## src/rtl/usr_serial_rx.sv

```systemverilog
// Serial frame receiver for the universal shift register's sout stream: start, DATA_W data bits,
// optional even parity (enabled by defining USR_RX_PARITY_EN), and stop, with valid/ready word output.
module usr_serial_rx #(
  parameter int DATA_W    = 4,
  parameter bit MSB_FIRST = 1'b1
) (
  input  logic              clk,
  input  logic              rst,
  input  logic              sin,
  input  logic              sin_vld,
  output logic [DATA_W-1:0] dout,
  output logic              dout_vld,
  input  logic              dout_rdy,
  output logic              busy,
  output logic              frame_err,
  output logic              overrun,
  output logic              parity_err
);

  localparam int CNT_W = (DATA_W > 1) ? $clog2(DATA_W) : 1;

  typedef enum logic [2:0] {
    S_IDLE   = 3'd0,
    S_DATA   = 3'd1,
`ifdef USR_RX_PARITY_EN
    S_PARITY = 3'd2,
`endif
    S_STOP   = 3'd3,
    S_BREAK  = 3'd4
  } state_t;

  state_t             state_q, state_d;
  logic [CNT_W-1:0]   cnt_q, cnt_d;
  logic [DATA_W-1:0]  sr_q, sr_d;
  logic               drop_q, drop_d;
  logic [DATA_W-1:0]  dout_q, dout_d;
  logic               dout_vld_q, dout_vld_d;
  logic               busy_q, busy_d;
  logic               frame_err_q, frame_err_d;
  logic               overrun_q, overrun_d;
  logic               parity_err_q, parity_err_d;

  // Shift-left places the first received bit at the MSB; shift-right places it at the LSB.
  function automatic logic [DATA_W-1:0] shift_in(input logic [DATA_W-1:0] sr, input logic b);
    logic [DATA_W:0] t;
    if (MSB_FIRST) begin
      t = {sr, b};
      return t[DATA_W-1:0];
    end else begin
      t = {b, sr};
      return t[DATA_W:1];
    end
  endfunction

  always_comb begin
    state_d      = state_q;
    cnt_d        = cnt_q;
    sr_d         = sr_q;
    drop_d       = drop_q;
    dout_d       = dout_q;
    dout_vld_d   = dout_vld_q;
    frame_err_d  = 1'b0;
    overrun_d    = 1'b0;
    parity_err_d = 1'b0;

    if (dout_vld_q && dout_rdy) dout_vld_d = 1'b0;

    if (sin_vld) begin
      case (state_q)
        S_IDLE: begin
          if (!sin) begin
            state_d = S_DATA;
            cnt_d   = '0;
            drop_d  = 1'b0;
          end
        end
        S_DATA: begin
          sr_d = shift_in(sr_q, sin);
          if (cnt_q == CNT_W'(DATA_W - 1)) begin
            cnt_d = '0;
`ifdef USR_RX_PARITY_EN
            state_d = S_PARITY;
`else
            state_d = S_STOP;
`endif
          end else begin
            cnt_d = cnt_q + CNT_W'(1);
          end
        end
`ifdef USR_RX_PARITY_EN
        S_PARITY: begin
          if (sin != ^sr_q) begin
            parity_err_d = 1'b1;
            drop_d       = 1'b1;
          end
          state_d = S_STOP;
        end
`endif
        S_STOP: begin
          if (sin) begin
            state_d = S_IDLE;
            if (!drop_q) begin
              // A word leaving this cycle frees the register for the new one.
              if (!dout_vld_q || dout_rdy) begin
                dout_d     = sr_q;
                dout_vld_d = 1'b1;
              end else begin
                overrun_d = 1'b1;
              end
            end
          end else begin
            frame_err_d = 1'b1;
            state_d     = S_BREAK;
          end
        end
        S_BREAK: begin
          if (sin) state_d = S_IDLE;
        end
        default: state_d = S_IDLE;
      endcase
    end

    busy_d = (state_d != S_IDLE);
  end

  always_ff @(posedge clk) begin
    if (rst) begin
      state_q      <= S_IDLE;
      cnt_q        <= '0;
      sr_q         <= '0;
      drop_q       <= 1'b0;
      dout_q       <= '0;
      dout_vld_q   <= 1'b0;
      busy_q       <= 1'b0;
      frame_err_q  <= 1'b0;
      overrun_q    <= 1'b0;
      parity_err_q <= 1'b0;
    end else begin
      state_q      <= state_d;
      cnt_q        <= cnt_d;
      sr_q         <= sr_d;
      drop_q       <= drop_d;
      dout_q       <= dout_d;
      dout_vld_q   <= dout_vld_d;
      busy_q       <= busy_d;
      frame_err_q  <= frame_err_d;
      overrun_q    <= overrun_d;
      parity_err_q <= parity_err_d;
    end
  end

  assign dout       = dout_q;
  assign dout_vld   = dout_vld_q;
  assign busy       = busy_q;
  assign frame_err  = frame_err_q;
  assign overrun    = overrun_q;
  assign parity_err = parity_err_q;

endmodule
```

## config.mk

```make
export PLATFORM = sky130hd
export DESIGN_NAME = usr_serial_rx
export DESIGN_NICKNAME = d
export VERILOG_FILES = /design/src/rtl/usr_serial_rx.sv
export SDC_FILE = /design/constraint.sdc
export NUM_CORES = 1
export LEC_CHECK = 0
export CORE_MARGIN = 1
export CORE_UTILIZATION = 48
export CTS_BUF_LIST = sky130_fd_sc_hd__clkbuf_4
export CTS_CLUSTER_SIZE = 40
export DETAILED_ROUTE_END_ITERATION = 6
export PLACE_DENSITY = 0.86
export SLEW_MARGIN = 10
export SYNTH_ARGS = -nofsm -noshare
export SYNTH_HDL_FRONTEND = slang
export SYNTH_SLANG_ARGS = --single-unit
```

## constraint.sdc

```tcl
create_clock -name clk -period 1.8 [get_ports clk]
set_input_delay 0.36 -clock clk [delete_from_list [all_inputs] [get_ports clk]]
set_output_delay 0.36 -clock clk [all_outputs]
set_load 0.02 [all_outputs]
```

Word-level counts from Yosys, hierarchy flattened
Index checks and enable logic that the tools add are counted.
{ "word_totals": {"in_bits": 5, "elab_cells": 44, "output_inout_bits": 9, "ff_bits": 17} }
{ "classes": {"muxes": 16, "n_reduce_logical": 11, "n_bitwise": 3, "eq_ne": 5, "add_sub_neg": 1} }
{ "op_table": {"columns": ["operator", "n"], "rows": [
  ["$mux 3", 5],
  ["$pmux 3 s4", 1],
  ["$mux 1", 7],
  ["$mux 2", 2],
  ["$pmux 2 s2", 1],
  ["$reduce_and 4->1", 1],
  ["$reduce_or 4->1", 1],
  ["$eq 3x1->1 const B", 1],
  ["$eq 3x2->1 const B", 1],
  ["$eq 3x3->1 const B", 1],
  ["$logic_not 3->1", 1],
  ["$not 1->1", 3],
  ["$reduce_and 3->1", 1],
  ["$reduce_bool 3->1", 1],
  ["$reduce_or 3->1", 1],
  ["$add 2x1->2 const B", 1],
  ["$eq 2x2->1 const B", 1],
  ["$ne 2x2->1 const B", 1],
  ["$reduce_and 2->1", 1],
  ["$reduce_bool 2->1", 1],
  ["$logic_and 1x1->1", 1],
  ["$logic_not 1->1", 1],
  ["$logic_or 1x1->1", 1]
]} }

Logic depth before layout (Yosys ltp)
{ "depth": {"depth_word": 6, "ltp_mapped": 4, "mapped_depth_nobuf": 4} }

Worst setup path before layout
OpenSTA, ideal clock, no wires.
{ "synth_path": {"kind": "input port to flip-flop", "start": "in sin", "end": "reg busy_q (netlist: busy)", "t_required_ns": 1.727, "t_arrival_ns": 1.112, "cell_stages": 3, "n_path_buf": 0, "setup_time_ns": 0.073, "setup_slack_ns": 0.614, "path_cell_list": "or4b_1 o211a_2 o211ai_2"} }
{ "synth_between": {"elab_chain_len": 4, "word_cells_on_any_way": 6, "cone_classes": "5 x mux; 1 x reduce/logical"} }
{ "synth_lines": {"columns": ["element", "line", "source"], "rows": [
  ["start: declaration", "9", "input logic sin,"],
  ["$mux 3 (on tied branches)", "117, 100, 71", null],
  ["$pmux 3 s4 (*)", "69", "case (state_q)"],
  ["$mux 3 (*)", "68", "if (sin_vld) begin"],
  ["$reduce_bool 3->1 (*)", "123", "busy_d = (state_d != S_IDLE);"],
  ["end signal: assignment", "145", "busy_q <= busy_d;"],
  ["end: declaration", "38", "logic busy_q, busy_d;"]
]} }
Every way passes the cells marked *; elsewhere a longest branch is shown, timed or not.
A chain may end at the register's enable or synchronous reset.

Worst setup path after layout
{ "layout_path": {"start": "reg dout_vld_q (netlist: dout_vld)", "end": "out dout_vld"} }
{ "layout_lines": {"columns": ["element", "line", "source"], "rows": [
  ["start: declaration", "37", "logic dout_vld_q, dout_vld_d;"],
  ["start signal: assignment", "144", "dout_vld_q <= dout_vld_d;"],
  ["end: declaration", "12", "output logic dout_vld,"]
]} }
No word-level cell between the ends.

==> results.sh <==
export IMPL_fillers=113
export IMPL_nets=98
export IMPL_ir_drop_mv=0.396
export IMPL_maxCapViolCount=0
export IMPL_syn_area_um2=748
export IMPL_num_rows=13
export IMPL_crit_type="flip-flop to primary output"
export IMPL_leakage_nw=0.337
export IMPL_synth_area_leaders="dfxtp_1 45%, o31ai_1 6.0%, mux2i_1 5.4%"
export IMPL_slew_violations=0
export IMPL_synth_seq_cells=17
export IMPL_grt_max_degree=14
export IMPL_synth_area_per_cell_um2=9.72
export IMPL_setup_violations_final=0
export IMPL_path_max_fanout=3
export IMPL_post_cts_resize_count=0
export IMPL_ys_types=30
export IMPL_synth_top_cell_area_share=0.455
export IMPL_overflow=0
export IMPL_first_pass_iters=4
export IMPL_vias_per_cell=5.58
export IMPL_ant_nets=0
export IMPL_yosysTopAreaCell="dfxtp_1"
export IMPL_core_area_mm2=0.00138
export IMPL_die_w_um=41.5
export IMPL_fmax_mhz=626
export IMPL_drive_gt1_frac=0.132
export IMPL_utilization=0.655
export IMPL_grt_pass1_vias=546
export IMPL_gp_congestion=0.790
export IMPL_start_util=0.541
export IMPL_syn_to_final_growth_pct=21.1
export IMPL_hpwl_um=998
export IMPL_grt_pass1_wl_um=2480
export IMPL_rsz0062_at_grt="no"
export IMPL_cp_required_ps=1440
export IMPL_skew_ps=9.18
export IMPL_cts_root_buf="clkbuf_4"
export IMPL_hold_violations=0
export IMPL_drt_iter0_markers=6
export IMPL_syn_inst=77
export IMPL_syn_nets=83
export IMPL_startpoint_type="flip-flop"
export IMPL_cts_tree="done"
export IMPL_clock_latency_ps=290
export IMPL_gr_usage_met3=0.0391
export IMPL_cts_hold_buf=0
export IMPL_synth_warnings=0
export IMPL_synth_yosys_seq_area_share=0.455
export IMPL_antenna_cells=0
export IMPL_top_usage_layer="met2"
export IMPL_worstPathArrival_ps=1240
export IMPL_grt_met2_usage=0.269
export IMPL_crit_family="buffers and inverters"
export IMPL_crit_chain="clkdlybuf4s50_1"
export IMPL_die_area_mm2=0.00172
export IMPL_cts_setup_buffers=0
export IMPL_ys_async_sr_fraction=0
export IMPL_cts_buffers=3
export IMPL_vias=592
export IMPL_cpPeakStageDelay_ps=610
export IMPL_grt_total_usage=0.183
export IMPL_p_per_area_mw_per_mm2=702
export IMPL_io_buffers=12
export IMPL_setup_tns_ps=0
export IMPL_multi_input_area_um2=362
export IMPL_drcViolationCount=0
export IMPL_cts_num_sinks=17
export IMPL_io_pins=14
export IMPL_min_path_type="flip-flop to flip-flop"
export IMPL_synthFlopType="dfxtp_1"
export IMPL_ff_latch_area_um2=340
export IMPL_clockBufferDepth=2
export IMPL_met1_usage=0.265
export IMPL_synth_edf_count=0
export IMPL_die_h_um=41.5
export IMPL_post_route_period_util=0.887
export IMPL_ctsHtreeMaxLevel=1
export IMPL_wirelength_um=1390
export IMPL_crit_slowest_cell="clkdlybuf4s50_1"
export IMPL_min_period_ps=1600
export IMPL_wire_per_inst_um=13.1
export IMPL_status="completed"
export IMPL_cp_end_kind="primary output"
export IMPL_antenna_found_initial=0
export IMPL_clk_pin_slew_ps=100
export IMPL_path_buf_inv=1
## registers in the layout, summed over array words and instances, names as in the netlist
signal / cells
dout: 4
sr_q: 4
state_q: 3
cnt_q: 2
busy: 1
dout_vld: 1
frame_err: 1
overrun: 1
## layer usage
metal	vias up	wire length (µm)
li1	309	-
met1	265	746
met3	4	38
met2	14	594
met5	-	0
met4	0	10
## path summary, 6_finish.rpt
| kind | from | endpoint | slack, ps | cells after the start |
|---|---|---|---|---|
| setup / recovery | dout_vld | dout_vld | 200 | 1 |
| hold / removal | dout[0] | dout[0] | 480 | 2 |
| setup reg to reg | state_q[1] | dout[1] | 420 | 3 |
| hold reg to reg | dout[0] | dout[0] | 480 | 2 |
## synth_stat cells (2+ instances only)
library cell / n
o31ai_1: 6
nor3_1: 2
mux2i_1: 4
inv_1: 4
nand2_1: 3
nand4_1: 4
dfxtp_1: 17
nor2_1: 6
nor2b_1: 2
a21oi_1: 7
nand4b_1: 2
nand2b_1: 2
## logic make-up (layout without fill, tap and decap cells)
group	count (synthesis)	in the layout	share of synthesized area
AOI/OAI and AO/OA	18	18	0.182
muxes	4	4	0.0535
DFF	17	17	0.455
adders and majority gates	1	1	0.0167
buffers and inverters	9	23	0.0619
and+or+nand+nor	27	27	0.226
other	1	1	0.00501
## cell type report
class	instances	share of cell area
Clock inverter	1	0.00552
Timing Repair Buffer	15	0.157
Multi-Input combinational cell	51	0.399
Inverter	4	0.0166
Sequential cell	17	0.376
Tap cell	15	0.0207
Clock buffer	3	0.0249
## through the flow
step / hold slack, ps / area, µm² / std cells / power [W] / setup slack (ps)
2_1_floorplan: 446 / 748 / 77 / 0.000426 / 614
3_3_place_gp: 459 / 878 / 102 / 0.000444 / 94.9
3_5_place_dp: 469 / 878 / 102 / 0.000445 / 47.5
4_1_cts: 483 / 906 / 106 / 0.000640 / 186
5_1_grt: 506 / 906 / 106 / 0.000662 / 156
6_report: 478 / 906 / 106 / 0.000636 / 203
## power breakdown
part / switching [W] / internal (W) / total [W]
clock network: 0.000116 / 0.0000825 / 0.000199
logic: 0.0000282 / 0.0000235 / 0.0000517
registers: 0.00000435 / 0.000381 / 0.000385
## placed cells by master, fill, tap and decap left out, drive strengths merged
master	n
a21oi	7
a31oi	1
and2b	1
and4b	1
and4bb	1
buf	3
clkbuf	3
clkdlybuf4s50	12
clkinv	1
conb	1
dfxtp	17
ha	1
inv	4
mux2i	4
nand2	3
nand2b	2
nand4	4
nand4b	2
nor2	6
nor2b	2
nor3	2
nor3b	1
o211a	1
o211ai	2
o21ai	1
o31ai	6
or2b	1
or4b	1
No activity file was read; power rests on OpenSTA's default activity.
